[src/rtl/branch_predictor.sv]
// rtl/branch_predictor.sv - BTB plus 2-bit bimodal branch predictor with EX-stage resolution
module branch_predictor #(
    parameter int         ENTRIES   = 16,
    parameter int         PRED_MODE = 1,
    parameter logic [1:0] CTR_ALLOC = 2'b10
) (
    input  logic        i_clk,
    input  logic        i_rst_n,
    input  logic [31:0] i_if_pc,
    output logic        o_pred_taken,
    output logic [31:0] o_pred_target,
    input  logic        i_ex_vld,
    input  logic        i_ex_is_br,
    input  logic [31:0] i_ex_pc,
    input  logic        i_ex_taken,
    input  logic [31:0] i_ex_target,
    input  logic        i_ex_pred_taken,
    input  logic [31:0] i_ex_pred_target,
    output logic        o_mispred,
    output logic [31:0] o_redirect_pc,
    output logic [31:0] o_br_cnt,
    output logic [31:0] o_mispred_cnt
);
    localparam int IDX_W = (ENTRIES > 1) ? $clog2(ENTRIES) : 1;
    localparam int TAG_W = 30 - IDX_W;
    localparam bit DYN   = (PRED_MODE == 1);

    logic [ENTRIES-1:0] valid_q;
    logic [TAG_W-1:0]   tag_q [ENTRIES];
    logic [31:0]        tgt_q [ENTRIES];
    logic [1:0]         ctr_q [ENTRIES];

    logic [IDX_W-1:0] if_idx;
    logic [TAG_W-1:0] if_tag;
    logic             if_hit;
    logic [IDX_W-1:0] ex_idx;
    logic [TAG_W-1:0] ex_tag;
    logic             ex_hit;
    logic             ex_br;
    logic             unused_pc_bits;

    assign if_idx         = i_if_pc[IDX_W+1:2];
    assign if_tag         = i_if_pc[31:IDX_W+2];
    assign if_hit         = valid_q[if_idx] && (tag_q[if_idx] == if_tag);
    assign ex_idx         = i_ex_pc[IDX_W+1:2];
    assign ex_tag         = i_ex_pc[31:IDX_W+2];
    assign ex_hit         = valid_q[ex_idx] && (tag_q[ex_idx] == ex_tag);
    assign ex_br          = i_ex_vld && i_ex_is_br;
    assign unused_pc_bits = ^i_if_pc[1:0];

    always_comb begin
        o_pred_taken  = 1'b0;
        o_pred_target = 32'h0;
        if (DYN) begin
            o_pred_taken  = if_hit && ctr_q[if_idx][1];
            o_pred_target = tgt_q[if_idx];
        end
    end

    always_comb begin
        o_mispred = 1'b0;
        if (i_ex_vld) begin
            if (i_ex_is_br)
                o_mispred = (i_ex_pred_taken != i_ex_taken) ||
                            (i_ex_taken && (i_ex_pred_target != i_ex_target));
            else
                o_mispred = i_ex_pred_taken;
        end
        o_redirect_pc = (i_ex_taken && i_ex_is_br) ? i_ex_target : i_ex_pc + 32'd4;
    end

    // Table write: training on resolved branches, invalidation on alias hits.
    always_ff @(posedge i_clk) begin
        if (!i_rst_n) begin
            valid_q <= '0;
            for (int i = 0; i < ENTRIES; i++) begin
                tag_q[i] <= '0;
                tgt_q[i] <= '0;
                ctr_q[i] <= 2'b01;
            end
        end else if (DYN) begin
            if (ex_br) begin
                if (ex_hit) begin
                    if (i_ex_taken) begin
                        ctr_q[ex_idx] <= (ctr_q[ex_idx] == 2'd3) ? 2'd3 : ctr_q[ex_idx] + 2'd1;
                        tgt_q[ex_idx] <= i_ex_target;
                    end else begin
                        ctr_q[ex_idx] <= (ctr_q[ex_idx] == 2'd0) ? 2'd0 : ctr_q[ex_idx] - 2'd1;
                    end
                end else if (i_ex_taken) begin
                    valid_q[ex_idx] <= 1'b1;
                    tag_q[ex_idx]   <= ex_tag;
                    tgt_q[ex_idx]   <= i_ex_target;
                    ctr_q[ex_idx]   <= CTR_ALLOC;
                end
            end else if (i_ex_vld && i_ex_pred_taken && ex_hit) begin
                valid_q[ex_idx] <= 1'b0;
            end
        end
    end

    always_ff @(posedge i_clk) begin
        if (!i_rst_n) begin
            o_br_cnt      <= 32'h0;
            o_mispred_cnt <= 32'h0;
        end else begin
            if (ex_br)
                o_br_cnt <= o_br_cnt + 32'd1;
            if (o_mispred)
                o_mispred_cnt <= o_mispred_cnt + 32'd1;
        end
    end
endmodule

[config.mk]
export PLATFORM = sky130hd
export DESIGN_NAME = branch_predictor
export DESIGN_NICKNAME = d
export VERILOG_FILES = /design/src/rtl/branch_predictor.sv
export SDC_FILE = /design/constraint.sdc
export NUM_CORES = 2
export LEC_CHECK = 0
export BUFFER_PORTS_ARGS = -buffer_cell sky130_fd_sc_hd__buf_2
export CORE_ASPECT_RATIO = 1.2
export CORE_MARGIN = 1.5
export CORE_UTILIZATION = 40
export CTS_CLUSTER_SIZE = 28
export DETAILED_ROUTE_END_ITERATION = 10
export PLACE_DENSITY_LB_ADDON = 0.3
export SETUP_SLACK_MARGIN = 0.4
export SLEW_MARGIN = 20
export SYNTH_ARGS = -nofsm -noshare
export SYNTH_HDL_FRONTEND = slang
export SYNTH_SLANG_ARGS = --single-unit
[constraint.sdc]
create_clock -name i_clk -period 15 [get_ports i_clk]
set_input_delay 0.75 -clock i_clk [delete_from_list [all_inputs] [get_ports i_clk]]
set_output_delay 0.75 -clock i_clk [all_outputs]
set_load 0.02 [all_outputs]
==> flow_metrics.tcl <==
set metrics [dict create \
    outcome "finished clean" \
    ctsHtreeMaxLevel 3 \
    die_x_um 334 \
    postLayoutCellArea_um2 59000 \
    port_buffers 261 \
    grt_util_all_layers_pct 25.8 \
    cts_resized 0 \
    place_hpwl_um 104000 \
    synthToLayoutAreaGrowth_pct 12.2 \
    cp.required_ps 15370 \
    synth_seq_cells 1040 \
    synth_area_per_cell_um2 14.3 \
    hold_viol 0 \
    switching_share_pct 24.8 \
    worstSetupPathType "primary input to flop" \
    layout-drive-gt1-share_pct 25.4 \
    wirelength_um 174000 \
    syn_nets 3824 \
    ys_warn_count 0 \
    synthTopCellsByArea "edfxtp_1, mux4_2, and2_1" \
    synth_most_common_cell "edfxtp_1" \
    worst_pin_slew_ps 1180 \
    synth-edff-count 960 \
    yosysTopAreaCell "edfxtp_1" \
    power_frac_seq_pct 50.2 \
    fillers 11600 \
    whs_path_depth 2 \
    cts_setup_buffers 0 \
    grt_max_degree 136 \
    die_area_um2 134000 \
    pwr-share-clk_pct 38.7 \
    maxSlewViolCount 0 \
    nNetsFinal 3944 \
    vdd_drop_max_uv 90.1 \
    syn_inst 3684 \
    p_total_uw 6710 \
    post_dp_cell_area_um2 55700 \
    netSwitchingPower_uw 1670 \
    drv_cap 0 \
    synthTopCellsByCount "edfxtp_1, and2_1, mux4_2" \
    postRouteAntennaNets 0 \
    drc 0 \
    power.internal_uw 5040 \
    clkSlewWorstSetupHoldPaths_ps 60 \
    cts_tree "built" \
    r2r_cells 9 \
    max_clock_freq_ghz 0.154 \
    viasPerCell 6.04 \
    finalCritPeriodShare_pct 43.3 \
    gp_congestion 0.906 \
    numCtsBuffers 108 \
    ys_types 66 \
    rows 145 \
    final_cells 5581 \
    slew-limit-headroom_pct 21.3 \
    io_pins 264 \
    clockBufferDepth 3 \
    root_buffer "clkbuf_16" \
    first_pass_iters 5 \
    core_um2 130000 \
    worstSetupStartpointType "primary input" \
    fin_setup_tns_ps 0 \
    grt_pass1_vias 33600 \
    cp-end-kind "flop" \
    insertion_delay_ps 740 \
    grt_remaining_overflow 0 \
    period_needed_ps 6490 \
    rsz0062_at_grt "false" \
    cts_hold_buf 0 \
    antenna_found_initial 17 \
    die_height_um 400 \
    cp.arrival_ps 6860 \
    worstHoldPathType "primary input to flop" \
    p_per_area_nw_per_um2 114 \
    drtIter0Drc 4307 \
    synth-seq-area-share_pct 57.8 \
    fin_skew_ps 45.8 \
    p_comb_share_pct 11.1 \
    power.static_leakage_uw 0.0203 \
    synth_top_area_share_pct 54.8 \
    vias 33700 \
    setup_viol 0 \
    clkSinkCount 1040 \
    grt_pass1_wl_um 246000 \
    synthFlopType "edfxtp_1" \
    netlist_area_um2 52600 \
    initial_core_util_pct 40.3 \
    worstPathMaxFanout 135 \
    dp_cells 5383 \
    async_flop_share_pct 0 \
    wire_per_inst_um 31.2 \
]
[worst max-delay path, cell delays in order]
cell and delay (ps):
buf_6 480, buf_4 790, mux4_2 610, mux4_2 480, xnor2_1 280, nand4_1 390, nor4_4 540, and3_4 880
buf_12 570, o2111ai_2 470, o21ai_0 490
[final cells by class]
cell class / count / area, um^2 / share of cell area (%)
sequential: 1040 / 30400 / 51.5
antenna: 4 / 10.0 / 0.0170
clock buffer: 144 / 2890 / 4.89
clock inverter: 49 / 413 / 0.699
tap: 1690 / 2110 / 3.58
multi-input combinational: 2271 / 21000 / 35.5
timing repair buffer: 360 / 2130 / 3.60
inverter: 23 / 86.3 / 0.146
[logic make-up after synthesis]
group                      Yosys count  share of synthesized area (%)
DFF                               1040                           57.8
xor gates and xnor gates           157                           2.61
buffers and inverters              373                           3.06
and+or+nand+nor                   1396                           15.3
adders and majority gates            6                          0.143
AOI/OAI and AO/OA                  248                           3.01
muxes                              464                           18.1
[stage by stage]
step	setup slack (ps)	util, %	hold WS, ps
after floorplan	9650	-	572
after global placement	7890	42.7	481
after detailed placement	7820	42.7	497
after CTS	8560	45.2	428
after global routing	8200	45.3	447
final	8510	45.3	473
[state kept, by name, summed over array words and instances, names as in the netlist, named ones only]
| register | count |
|---|---|
| tgt_q | 512 |
| tag_q | 416 |
| ctr_q | 32 |
| o_br_cnt | 32 |
| o_mispred_cnt | 32 |
[final timing paths]
| path | startpoint | to | slack [ps] |
|---|---|---|---|
| hold reg to reg | o_br_cnt[15] | o_br_cnt[15] | 510 |
| setup / recovery | i_ex_pc[3] | ctr_q[1][1] | 8510 |
| hold / removal | i_rst_n | ctr_q[4][1] | 470 |
| setup reg to reg | tag_q[15][17] | ctr_q[1][1] | 9550 |
[layer usage]
metal  up-vias  part of all wire (%)  global-route usage [%]
li1      14100                     -                       -
met1     17300                    37                    32.6
met2      1871                    48                    42.1
met3       395                    10                    6.65
met4        12                   4.2                    10.4
met5         -                 0.045                       0
[cell usage in the layout (no fill, tap or decap), types with 61 or more instances in the layout]
cell type / netlist / routed
mux2i_1: 61 / 61
dfxtp_1: 80 / 80
xnor2_1: 76 / 76
buf_2: 40 / 254
and2_1: 853 / 852
nor3_1: 158 / 158
nand2_1: 131 / 116
mux4_2: 387 / 387
clkbuf_16: 0 / 109
o21ai_0: 93 / 76
nand3_1: 76 / 75
edfxtp_1: 960 / 960
buf_4: 28 / 98
xor2_1: 81 / 81
[power groups by stage]
| stage | Clock, uW | Combinational [uW] | Sequential, uW |
|---|---|---|---|
| after floorplan | 0 | 458 | 3400 |
| after global placement | 0 | 736 | 3420 |
| after global routing | 2730 | 773 | 3380 |
| after CTS | 2620 | 742 | 3360 |
| after detailed placement | 0 | 739 | 3420 |
| final | 2600 | 744 | 3360 |
Note: power is estimated with default switching activity, not from simulation.
